<file path="src/rtl/shift_sequencer_if.sv">
// ---------------------------------------------------------------------------
// shift_sequencer_if
// Groups the signals between the shift sequencer and everything around it:
//   req0_* / req1_*  : valid/ready request ports of the two requesters
//                      (operand data and shift amount travel with valid)
//   resp_*           : valid/ready result port, tagged with the requester id
//   sh_in/sh_n/sh_out: connection to the shared combinational left shifter
//   busy             : sequencer is shifting or holding a result
// Modport slave is the sequencer's view; master is the surrounding system.
// ---------------------------------------------------------------------------
interface shift_sequencer_if #(
    parameter int AMT_W = 4
);
    logic             req0_valid;
    logic [15:0]      req0_data;
    logic [AMT_W-1:0] req0_amt;
    logic             req0_ready;

    logic             req1_valid;
    logic [15:0]      req1_data;
    logic [AMT_W-1:0] req1_amt;
    logic             req1_ready;

    logic             resp_valid;
    logic             resp_ready;
    logic [15:0]      resp_data;
    logic             resp_id;

    logic [15:0]      sh_in;
    logic [2:0]       sh_n;
    logic [15:0]      sh_out;

    logic             busy;

    modport slave (
        input  req0_valid, req0_data, req0_amt,
        output req0_ready,
        input  req1_valid, req1_data, req1_amt,
        output req1_ready,
        output resp_valid, resp_data, resp_id,
        input  resp_ready,
        output sh_in, sh_n,
        input  sh_out,
        output busy
    );

    modport master (
        output req0_valid, req0_data, req0_amt,
        input  req0_ready,
        output req1_valid, req1_data, req1_amt,
        input  req1_ready,
        input  resp_valid, resp_data, resp_id,
        output resp_ready,
        input  sh_in, sh_n,
        output sh_out,
        input  busy
    );
endinterface

</file>
<file path="src/rtl/shift_sequencer.sv">
// ---------------------------------------------------------------------------
// shift_sequencer
// Round-robin arbiter plus multi-pass controller for a shared 16-bit
// combinational left shifter that can only shift by 0..7 per pass.
// A granted request (data, amount) is shifted in passes of at most 7 bits,
// then the truncated result is offered on the response port with the id of
// the requester that owns it.
// Ports:
//   clk  : rising-edge clock
//   rst  : synchronous, active-high reset
//   bus  : shift_sequencer_if.slave (requests, response, shifter, busy)
// ---------------------------------------------------------------------------
module shift_sequencer #(
    parameter int AMT_W = 4
) (
    input  logic                  clk,
    input  logic                  rst,
    shift_sequencer_if.slave      bus
);

    typedef enum logic [1:0] {
        ST_IDLE  = 2'd0,
        ST_SHIFT = 2'd1,
        ST_DONE  = 2'd2
    } state_e;

    state_e           state_q, state_d;
    logic [15:0]      acc_q, acc_d;
    logic [AMT_W-1:0] rem_q, rem_d;
    logic             id_q, id_d;
    logic             last_grant_q, last_grant_d;

    logic             grant_any_s;
    logic             grant_id_s;
    logic [15:0]      sel_data_s;
    logic [AMT_W-1:0] sel_amt_s;
    logic [2:0]       step_s;
    logic [AMT_W-1:0] rem_after_s;

    logic             req0_ready_s;
    logic             req1_ready_s;
    logic             resp_valid_s;
    logic [15:0]      resp_data_s;
    logic             resp_id_s;
    logic [15:0]      sh_in_s;
    logic [2:0]       sh_n_s;
    logic             busy_s;

    // Size of the next pass: the remaining amount, capped at the shifter's 7.
    function automatic logic [2:0] pass_step(input logic [AMT_W-1:0] rem);
        logic [2:0] step;
        if (rem > AMT_W'(3'd7)) begin
            step = 3'd7;
        end else begin
            step = rem[2:0];
        end
        return step;
    endfunction

    // Arbitration: a lone requester wins; on a tie the one not served last wins.
    always_comb begin
        grant_any_s = bus.req0_valid | bus.req1_valid;
        if (bus.req0_valid && bus.req1_valid) begin
            grant_id_s = ~last_grant_q;
        end else if (bus.req1_valid) begin
            grant_id_s = 1'b1;
        end else begin
            grant_id_s = 1'b0;
        end
    end

    // Operand/amount of the granted requester.
    always_comb begin
        if (grant_id_s) begin
            sel_data_s = bus.req1_data;
            sel_amt_s  = bus.req1_amt;
        end else begin
            sel_data_s = bus.req0_data;
            sel_amt_s  = bus.req0_amt;
        end
    end

    // Pass size and remaining amount after the current pass.
    always_comb begin
        step_s      = pass_step(rem_q);
        rem_after_s = rem_q - AMT_W'(step_s);
    end

    // Next-state and output decode of the IDLE/SHIFT/DONE controller.
    always_comb begin
        state_d      = state_q;
        acc_d        = acc_q;
        rem_d        = rem_q;
        id_d         = id_q;
        last_grant_d = last_grant_q;
        req0_ready_s = 1'b0;
        req1_ready_s = 1'b0;
        resp_valid_s = 1'b0;
        resp_data_s  = 16'h0000;
        resp_id_s    = 1'b0;
        sh_in_s      = 16'h0000;
        sh_n_s       = 3'd0;
        busy_s       = 1'b0;

        case (state_q)
            ST_IDLE: begin
                // ready is suppressed while reset is applied so that no
                // requester believes it was accepted in a reset cycle.
                if (!rst && grant_any_s) begin
                    req0_ready_s = ~grant_id_s;
                    req1_ready_s = grant_id_s;
                    acc_d        = sel_data_s;
                    rem_d        = sel_amt_s;
                    id_d         = grant_id_s;
                    last_grant_d = grant_id_s;
                    if (sel_amt_s != {AMT_W{1'b0}}) begin
                        state_d = ST_SHIFT;
                    end else begin
                        state_d = ST_DONE;
                    end
                end else begin
                    state_d = ST_IDLE;
                end
            end
            ST_SHIFT: begin
                // The shifter is combinational: its output is captured in the
                // same cycle its inputs are driven.
                busy_s  = 1'b1;
                sh_in_s = acc_q;
                sh_n_s  = step_s;
                acc_d   = bus.sh_out;
                rem_d   = rem_after_s;
                if (rem_after_s == {AMT_W{1'b0}}) begin
                    state_d = ST_DONE;
                end else begin
                    state_d = ST_SHIFT;
                end
            end
            ST_DONE: begin
                busy_s       = 1'b1;
                resp_valid_s = 1'b1;
                resp_data_s  = acc_q;
                resp_id_s    = id_q;
                if (bus.resp_ready) begin
                    state_d = ST_IDLE;
                end else begin
                    state_d = ST_DONE;
                end
            end
            default: begin
                state_d = ST_IDLE;
            end
        endcase
    end

    // State and datapath registers; last_grant resets to 1 so requester 0
    // wins the first tie.
    always_ff @(posedge clk) begin
        if (rst) begin
            state_q      <= ST_IDLE;
            acc_q        <= 16'h0000;
            rem_q        <= {AMT_W{1'b0}};
            id_q         <= 1'b0;
            last_grant_q <= 1'b1;
        end else begin
            state_q      <= state_d;
            acc_q        <= acc_d;
            rem_q        <= rem_d;
            id_q         <= id_d;
            last_grant_q <= last_grant_d;
        end
    end

    assign bus.req0_ready = req0_ready_s;
    assign bus.req1_ready = req1_ready_s;
    assign bus.resp_valid = resp_valid_s;
    assign bus.resp_data  = resp_data_s;
    assign bus.resp_id    = resp_id_s;
    assign bus.sh_in      = sh_in_s;
    assign bus.sh_n       = sh_n_s;
    assign bus.busy       = busy_s;

endmodule

</file>
<file path="src/flat_wrapper.sv">
// flat-port wrapper written by rule: the top's interface ports become plain ports
module shift_sequencer_flat 
#(
    parameter int AMT_W = 4
)
  (clk, rst, bus_req0_valid, bus_req0_data, bus_req0_amt, bus_req0_ready, bus_req1_valid, bus_req1_data, bus_req1_amt, bus_req1_ready, bus_resp_valid, bus_resp_data, bus_resp_id, bus_resp_ready, bus_sh_in, bus_sh_n, bus_sh_out, bus_busy);
  shift_sequencer_if #(.AMT_W(AMT_W)) bus_i ();
  input  logic clk;
  input  logic rst;
  input wire logic [$bits(bus_i.req0_valid)-1:0] bus_req0_valid;
  input wire logic [$bits(bus_i.req0_data)-1:0] bus_req0_data;
  input wire logic [$bits(bus_i.req0_amt)-1:0] bus_req0_amt;
  output wire logic [$bits(bus_i.req0_ready)-1:0] bus_req0_ready;
  input wire logic [$bits(bus_i.req1_valid)-1:0] bus_req1_valid;
  input wire logic [$bits(bus_i.req1_data)-1:0] bus_req1_data;
  input wire logic [$bits(bus_i.req1_amt)-1:0] bus_req1_amt;
  output wire logic [$bits(bus_i.req1_ready)-1:0] bus_req1_ready;
  output wire logic [$bits(bus_i.resp_valid)-1:0] bus_resp_valid;
  output wire logic [$bits(bus_i.resp_data)-1:0] bus_resp_data;
  output wire logic [$bits(bus_i.resp_id)-1:0] bus_resp_id;
  input wire logic [$bits(bus_i.resp_ready)-1:0] bus_resp_ready;
  output wire logic [$bits(bus_i.sh_in)-1:0] bus_sh_in;
  output wire logic [$bits(bus_i.sh_n)-1:0] bus_sh_n;
  input wire logic [$bits(bus_i.sh_out)-1:0] bus_sh_out;
  output wire logic [$bits(bus_i.busy)-1:0] bus_busy;
  assign bus_i.req0_valid = bus_req0_valid;
  assign bus_i.req0_data = bus_req0_data;
  assign bus_i.req0_amt = bus_req0_amt;
  assign bus_req0_ready = bus_i.req0_ready;
  assign bus_i.req1_valid = bus_req1_valid;
  assign bus_i.req1_data = bus_req1_data;
  assign bus_i.req1_amt = bus_req1_amt;
  assign bus_req1_ready = bus_i.req1_ready;
  assign bus_resp_valid = bus_i.resp_valid;
  assign bus_resp_data = bus_i.resp_data;
  assign bus_resp_id = bus_i.resp_id;
  assign bus_i.resp_ready = bus_resp_ready;
  assign bus_sh_in = bus_i.sh_in;
  assign bus_sh_n = bus_i.sh_n;
  assign bus_i.sh_out = bus_sh_out;
  assign bus_busy = bus_i.busy;
  shift_sequencer #(.AMT_W(AMT_W)) u_core (.clk(clk), .rst(rst), .bus(bus_i));
endmodule
</file>
<file path="config.mk">
export PLATFORM = sky130hd
export DESIGN_NAME = shift_sequencer_flat
export DESIGN_NICKNAME = d
export VERILOG_FILES = /design/src/rtl/shift_sequencer_if.sv /design/src/rtl/shift_sequencer.sv /design/src/flat_wrapper.sv
export SDC_FILE = /design/constraint.sdc
export NUM_CORES = 1
export LEC_CHECK = 0
export BUFFER_PORTS_ARGS = -buffer_cell sky130_fd_sc_hd__buf_4
export CORE_MARGIN = 1.5
export CORE_UTILIZATION = 47
export CTS_CLUSTER_SIZE = 25
export DETAILED_ROUTE_END_ITERATION = 16
export PLACE_DENSITY = 0.82
export SYNTH_ARGS = -nofsm -noshare
export SYNTH_HDL_FRONTEND = slang
export SYNTH_SLANG_ARGS = --single-unit
export TNS_END_PERCENT = 30
</file>
<file path="constraint.sdc">
create_clock -name clk -period 2.8 [get_ports clk]
set_input_delay 0 -clock clk [delete_from_list [all_inputs] [get_ports clk]]
set_output_delay 0 -clock clk [all_outputs]
set_load 0.03 [all_outputs]
</file>
# Word level (Yosys, flattened, before mapping)
# Cells that the tools add are included.
# op_classes
shifts,0
muxes,24
bitwise,3
order_cmp,1
n_eq_ne,3
n_mul,0
add_sub_neg,1
n_reduce_logical,10
div,0
# op_table
cell,n
16-bit two-way mux,4
16-bit case mux with 2 select lines,1
1-bit two-way mux,9
2-bit two-way mux,4
4-bit two-way mux,2
4-bit case mux with 2 select lines,1
3-bit two-way mux,2
2-bit case mux with 3 select lines,1
"4-bit by 3-bit greater-than comparator with 1-bit output, second input constant",1
4-bit zero test,1
2-bit AND reduction,2
4-bit nonzero test,1
4-bit by 3-bit subtractor with 4-bit output,1
"2-bit by 1-bit equality test with 1-bit output, second input constant",1
"2-bit equality test, second input constant",1
1-bit logical AND,2
2-bit zero test,1
"2-bit by 1-bit != test with 1-bit output, second input constant",1
1-bit NOT,2
2-bit nonzero test,1
2-bit OR reduction,1
1-bit zero test,1
1-bit OR,1
# totals
mem_bits_rw,0
rom_bits,0
register_bits,24
memories,0
latchBits,0
elab_cells,47

# Logic depth before layout (Yosys ltp)
# Gate-level depths: netlist of the first run.
# logic_depth
ltp_word,7
ltp_mapped,7
ltp_nobuf,6

# Worst setup path after synthesis of the first run
# OpenSTA, ideal clock, no wires.
# synth_timing
kind,reg-to-reg
startpoint,register u_core.state_q[0]
endpoint,register u_core.last_grant_q
path_slack_ps,1089
path_stages_with_launch,6
period_less_slack_ps,1711
required_time_ps,2634
t_arrival_ps,1545
path_cell_list,dfxtp_1 -> inv_1 -> ha_1 -> nand2b_4 -> nor3_1 -> a21oi_1
# synth_between
elab_chain_len,2
# synth_rtl
element,line_no,rtl
"start, declared",shift_sequencer.sv:27,"state_e state_q, state_d;"
"start signal, assigned",shift_sequencer.sv:166,state_q <= state_d;
2-bit zero test,shift_sequencer.sv:105,case (state_q)
2-bit AND reduction (no source line),n/a,
"end signal, assigned",shift_sequencer.sv:170,last_grant_q <= last_grant_d;
"end, declared",shift_sequencer.sv:31,"logic last_grant_q, last_grant_d;"
# No other way between the ends.
# A chain may end at the register's enable or synchronous reset.

# Worst setup path in the final report of the first run
# layout_timing
startpoint,register u_core.last_grant_q
endpoint,register u_core.acc_q[13]
# layout_between
elab_chain_len,5
# layout_rtl
element,line_no,rtl
1-bit NOT,shift_sequencer.sv:64,grant_id_s = ~last_grant_q;
1-bit two-way mux,shift_sequencer.sv:63,if (bus.req0_valid && bus.req1_valid) begin
16-bit two-way mux,shift_sequencer.sv:74,if (grant_id_s) begin
16-bit two-way mux,shift_sequencer.sv:109,if (!rst && grant_any_s) begin
16-bit case mux with 2 select lines,shift_sequencer.sv:105,
"end signal, assigned",shift_sequencer.sv:161,acc_q <= 16'h0000;
"end signal, assigned",shift_sequencer.sv:167,acc_q <= acc_d;
"end, declared",shift_sequencer.sv:28,"logic [15:0] acc_q, acc_d;"
# No other way between the ends. The select of a mux whose other input is x is not followed.

==> results of run 1 <==
per-layer routing:
layer	global-route usage, %	vias up
met5	0	-
met4	6.52	0
met3	3.39	5
met2	53.2	84
met1	37.9	909
li1	-	961
worst paths after layout:
kind / from / endpoint / slack (ns) / cells after the start
worst min register to register: u_core.id_q$_SDFFE_PP0P_ / u_core.id_q$_SDFFE_PP0P_ / 0.46 / 1
worst max register to register: u_core.last_grant_q$_SDFFE_PP1P_ / u_core.acc_q[13]$_SDFFE_PP0P_ / 0.40 / 6
worst max-delay path: u_core.last_grant_q$_SDFFE_PP1P_ / u_core.acc_q[13]$_SDFFE_PP0P_ / 0.40 / 6
worst min-delay path: bus_req0_amt[3] / u_core.rem_q[3]$_SDFFE_PP0P_ / 0.05 / 4
through the flow:
stage               setup WS, ns  utilization, %  instance area [µm²]  std cells  hold slack (ns)
floorplan                   1.09               -                 1720        199            0.166
global placement            1.03            72.8                 2490        336            0.260
detailed placement         0.996            72.8                 2490        336            0.262
CTS                        0.432            83.1                 2840        372           0.0524
global route               0.232            83.1                 2840        372           0.0899
finish                     0.398            83.1                 2840        372           0.0500
what timing repair did:
action / in CTS / in global routing
endpoints found under the hold margin: 19 / 0
hold buffers: 33 / 0
resized for setup: 0 / 0
logic make-up (layout without fill, tap and decap cells):
logic type      count (synthesis)  after routing
fa+ha+maj                       5              5
mux                             5              5
buf+inv                        22            149
xor+xnor                        1              1
simple gates                   77             77
compound gates                 65             65
flops                          24             24
cell type report:
| cell class | instances | share of cell area [%] |
|---|---|---|
| inverter | 8 | 1.06 |
| sequential | 24 | 16.9 |
| clock buffer | 3 | 0.793 |
| multi-input combinational | 153 | 39.8 |
| tap | 46 | 2.03 |
| timing repair buffer | 138 | 39.4 |
where the power goes:
part	internal (µW)	leakage, µW	switching [µW]
Sequential	404	0.000199	58.5
Clock	50.5	0.0000138	106
Combinational	298	0.00111	290
cell usage in the layout, fill, tap and decap left out, types with 2 or more instances in the layout:
cell	instances
clkbuf_4	3
nand2b_1	4
nor2b_1	17
nor2_1	11
a21oi_1	2
dfxtp_1	24
o21ai_0	8
ha_1	5
inv_1	8
a211oi_1	18
mux2i_1	4
nor4_1	2
o2bb2ai_2	9
and2_1	33
o21ai_1	10
buf_4	105
o2bb2ai_1	7
dlygate4sd3_1	33
nor3_1	2
state kept, by name (all words and copies together) (netlist names):
register	flops
u_core.acc_q	16
u_core.state_q	2
u_core.rem_q	4
u_core.last_grant_q	1
u_core.id_q	1
worst register-to-register path: stages (launching register included):
cell	delay, ns
dfxtp_1	0.36
a21boi_4	0.57
buf_4	0.34
nor2b_1	0.08
a211oi_1	0.32
o2bb2ai_2	0.09
dlygate4sd3_1	0.55
==> impl_metrics.tcl, run 1 <==
set metrics [dict create \
    muxShareOfSynthArea_pct 2.98 \
    wl_per_cell_um 15.5 \
    postRouteAntennaNets 0 \
    cp_max_fo 24 \
    synth_area_leaders "dfxtp_1 28%, and2_1 12%, a211oi_1 7.8%, o2bb2ai_2 7.8%, nor2b_1 6.2%" \
    period_share_pct 85.8 \
    multi_input_area_mm2 0.00113 \
    routed-via-count 1959 \
    synth_nets 265 \
    vdd_drop_max_mv 0.301 \
    cts.sinks 24 \
    top_layer "met4" \
    arrival_ns 2.63 \
    yosys_warnings 0 \
    layout.area.seq_um2 480 \
    tns_ns 0 \
    firstDrtPassIters 4 \
    worst-setup-path-type "flip-flop to flip-flop" \
    worstPathCellList "a21boi_4, buf_4, nor2b_1, a211oi_1, o2bb2ai_2, dlygate4sd3_1" \
    worst_path_max_delay_cell "a21boi_4" \
    hold_viol 0 \
    cts_max_level 1 \
    numCtsBuffers 3 \
    crit_required_ns 3.02 \
    post-cts-setup-buffers 0 \
    num_rows 21 \
    nets 394 \
    crit_family "compound AO/OA/AOI/OAI gates" \
    die-area_mm2 0.00404 \
    wl_met2_mm 2.92 \
    wl_met1_mm 2.47 \
    setup_violations 0 \
    power.leakage_uw 0.00132 \
    io_pins 101 \
    fmax_ghz 0.416 \
    async_flop_share_pct 0 \
    synth_area_mm2 0.00172 \
    seq_area_frac_synth_pct 27.9 \
    synth_top_area_share_pct 27.9 \
    yosys_register_bits 24 \
    dp_hpwl_mm 3.66 \
    clkSlewWorstSetupHoldPaths_ns 0.13 \
    synthSimpleGateAreaFrac_pct 26.9 \
    outcome "finished, final reports clean" \
    cts_root_buf "clkbuf_4" \
    drv_cap 0 \
    synth_common_cells "33 x and2_1, 24 x dfxtp_1, 18 x a211oi_1, 17 x nor2b_1, 11 x nor2_1" \
    synth_flop_cell "dfxtp_1" \
    die_h_um 63.5 \
    drcViolationCount 0 \
    drt_iter0_drc 118 \
    grt_start_max_net_pins 25 \
    cts_tree "done" \
    synth_top_cell_by_area "dfxtp_1" \
    worstMarginPinSlew_ns 0.681 \
    port_buffers 100 \
    synth_compound_area_share_pct 31.2 \
    grt_pass1_vias 1951 \
    core_mm2 0.00342 \
    avgViaCountPerCell 5.27 \
    cp_slowest_stage_delay_ns 0.57 \
    grt_overflow 0 \
    area_delta_synth_final_pct 64.8 \
    crit_path_start_kind "flip-flop" \
    grt_pass1_wl_mm 9.57 \
    avgSynthCellArea_um2 8.66 \
    yosysUniqueCellTypes 41 \
    path_buf_inv 2 \
    drv_slew 0 \
    fin_crit_ns 2.40 \
    routabilityCongestion 0.881 \
    routed_wl_mm 5.78 \
    synth_edf_count 0 \
    clock_path_buffers 2 \
    start_util_pct 50.4 \
    hp-class "input pin to flip-flop" \
    power_per_cell_area_mw_per_mm2 425 \
    maxSlewHeadroom_pct 54.5 \
    route.met3.wl_um 342 \
    synthXorXnorAreaFrac_pct 0.508 \
    synth_top_family_by_area "compound AO/OA/AOI/OAI gates" \
    grt_antenna_before_repair 0 \
    finalPower_uw 1210 \
    die_width_um 63.5 \
    yosysMostFrequentCell "and2_1" \
    grt_use_total_pct 29.6 \
    antenna_cells 0 \
    clock_latency_ns 0.32 \
    synth_fa_ha_area_share_pct 3.63 \
    rsz0062_at_grt "false" \
    cp-end-kind "flip-flop" \
    fillers 244 \
    skew_ns 0.00448 \
    synthCells 199 \
    drive_gt1_share_pct 38.3 \
]
No activity file was read; power rests on OpenSTA's default activity.
==> run 2: changes to the inputs <==
--- a/config.mk
+++ b/config.mk
@@ -5,12 +5,13 @@
 export SDC_FILE = /design/constraint.sdc
 export NUM_CORES = 1
 export LEC_CHECK = 0
+export ABC_AREA = 1
 export BUFFER_PORTS_ARGS = -buffer_cell sky130_fd_sc_hd__buf_4
 export CORE_MARGIN = 1.5
-export CORE_UTILIZATION = 47
+export CORE_UTILIZATION = 48
 export CTS_CLUSTER_SIZE = 25
 export DETAILED_ROUTE_END_ITERATION = 16
-export PLACE_DENSITY = 0.82
+export PLACE_DENSITY = 0.83
 export SYNTH_ARGS = -nofsm -noshare
 export SYNTH_HDL_FRONTEND = slang
 export SYNTH_SLANG_ARGS = --single-unit
==> impl_metrics.tcl, run 2 <==
set metrics [dict create \
    largest_register_ffs 16 \
    fillers 325 \
    crit_required_ns 2.80 \
    crit_path_start_kind "flip-flop" \
    clock_path_buffers 2 \
    finalPower_uw 1210 \
    port_buffers 100 \
    grt_use_total_pct 26.2 \
    worstPathCellList "inv_1, ha_1, clkinv_1, buf_4, a21oi_1, buf_4" \
    period_share_pct 77.7 \
    cp_slowest_stage_delay_ns 0.45 \
    grt_overflow 0 \
    cts_tree "done" \
    clock_latency_ns 0.28 \
    yosysMostFrequentCell "nand2_1" \
    cts_max_level 1 \
    synth_top_area_share_pct 26.7 \
    cp-end-kind "output pin" \
    synth_top_cell_by_area "dfxtp_1" \
    nets 439 \
    synth_edf_count 0 \
    cp_max_fo 18 \
    cts_root_buf "clkbuf_8" \
    yosysUniqueCellTypes 32 \
    drv_cap 0 \
    async_flop_share_pct 0 \
    arrival_ns 2.17 \
    fmax_ghz 0.460 \
    routabilityCongestion 0.876 \
    worst_path_max_delay_cell "ha_1" \
    yosys_warnings 0 \
    core_mm2 0.00363 \
    most-common-layout-cells "102 x buf_4, 57 x nand2_1, 46 x inv_1" \
    fin_crit_ns 2.17 \
    p_clk_share_pct 25.4 \
    synthCells 272 \
    synth_area_leaders "dfxtp_1 27%, nand2_1 12%, inv_1 9.6%, a21oi_1 8.9%, o211ai_1 7.1%" \
    drv_slew 0 \
    clkSlewWorstSetupHoldPaths_ns 0.08 \
    power.leakage_uw 0.00153 \
    die_h_um 64.2 \
    grt_pass1_wl_mm 8.67 \
    rsz0062_at_grt "false" \
    synth_flop_cell "dfxtp_1" \
    worst-setup-path-type "flip-flop to output pin" \
    firstDrtPassIters 4 \
    grt_pass1_vias 1924 \
    vdd_drop_max_mv 0.609 \
    cts.sinks 24 \
    cts_resized 0 \
    num_rows 22 \
    seq_area_frac_synth_pct 26.7 \
    drcViolationCount 0 \
    synth_area_mm2 0.00180 \
    area_delta_synth_final_pct 49.3 \
    seqPwrFrac_pct 35.0 \
    avgViaCountPerCell 4.97 \
    grt_start_max_net_pins 27 \
    yosys_register_bits 24 \
    maxSlewHeadroom_pct 41.9 \
    routed-via-count 2087 \
    tns_ns 0 \
    post-cts-setup-buffers 0 \
    power_frac_comb_pct 39.6 \
    multi_input_area_mm2 0.00101 \
    dp_hpwl_mm 3.80 \
    outcome "finished, final reports clean" \
    synth_nets 338 \
    drive_gt1_share_pct 37.4 \
    skew_ns 0.00959 \
    drt_iter0_drc 128 \
    switchingPower_uw 434 \
    setup_violations 0 \
    antenna_cells 0 \
    layout_commonest_cell "buf_4" \
    critical_path.most_common_cell "buf_4" \
    start_util_pct 49.5 \
    die-area_mm2 0.00412 \
    layout.area.seq_um2 480 \
    top_regs "u_core.acc_q: 16 flops, u_core.rem_q: 4 flops, u_core.state_q: 2 flops" \
    numCtsBuffers 3 \
    routed_wl_mm 5.44 \
    wl_per_cell_um 12.9 \
    worstMarginPinSlew_ns 0.872 \
    swShare_pct 35.7 \
    postRouteAntennaNets 0 \
    io_pins 101 \
    power_per_cell_area_mw_per_mm2 452 \
    synth_common_cells "57 x nand2_1, 46 x inv_1, 32 x a21oi_1, 24 x dfxtp_1, 19 x o21ai_0" \
    avgSynthCellArea_um2 6.61 \
    die_width_um 64.2 \
    grt_antenna_before_repair 0 \
    hold_viol 0 \
    hp-class "input pin to flip-flop" \
    intPower_uw 781 \
    top_register "u_core.acc_q" \
]
## run 2: stage by stage
step                      hold WS [ns]  setup WS (ns)  utilization (%)  instance area (µm²)  instances
after global routing            0.0172          0.498             73.9                 2690        420
final                          0.00950          0.626             73.9                 2690        420
after CTS                      0.00535          0.643             73.9                 2690        420
after detailed placement         0.257          0.816             69.2                 2510        406
after floorplan                  0.125           1.23                -                 1800        272
after global placement           0.256          0.924             69.2                 2510        406
## run 2: kinds of logic after synthesis
kind of cell	count (synthesis)	share of synthesized area, %
buffers and inverters	66	17.0
AO/OA/AOI/OAI	79	26.3
AND/OR/NAND/NOR	98	26.5
adder cells (fa/ha/maj)	5	3.48
flip-flops	24	26.7
## run 2: final cells by class
cell class,count,area share (%)
Timing Repair Buffer,112,32.2
Clock inverter,1,1.12
Multi-Input combinational cell,182,37.7
Tap cell,48,2.24
Inverter,50,7.27
Sequential cell,24,17.9
Clock buffer,3,1.54
## run 2: timing repair
item,CTS,global route
hold endpoints to repair,10,0
setup endpoints to repair,0,0
hold buffers,10,0
## run 2: power by group through the flow
stage | registers, µW | clock network [µW] | logic (µW)
after floorplan | 423 | 0 | 331
after global placement | 431 | 0 | 457
after detailed placement | 432 | 0 | 464
after CTS | 424 | 311 | 478
after global routing | 433 | 323 | 526
final | 425 | 308 | 481
## run 2: final timing paths
| path | startpoint | end | slack (ns) | cells past startpoint |
|---|---|---|---|---|
| max | u_core.state_q[1]$_SDFF_PP0_ | bus_sh_n[1] | 0.63 | 6 |
| min | bus_sh_out[8] | u_core.acc_q[8]$_SDFFE_PP0P_ | 0.01 | 3 |
| max reg2reg | u_core.state_q[1]$_SDFF_PP0_ | u_core.state_q[1]$_SDFF_PP0_ | 0.76 | 7 |
| min reg2reg | u_core.last_grant_q$_SDFFE_PP1P_ | u_core.last_grant_q$_SDFFE_PP1P_ | 0.49 | 2 |
## run 2: critical path, delay by kind of cell, from the launching register on
family                   cells  cell delay (ns)
AO/OA/AOI/OAI                1             0.15
adder cells (fa/ha/maj)      1             0.45
buffers and inverters        4             0.97
flip-flops                   1             0.33
## run 2: per-layer routing
layer	track usage, %	part of all wire (%)	routed length, µm	vias to the layer above
met1	33.0	42	2310	938
met2	46.7	51	2750	72
met3	3.70	5.6	307	8
li1	-	-	-	1069
met5	0	0	0	-
met4	6.38	1.3	70	0
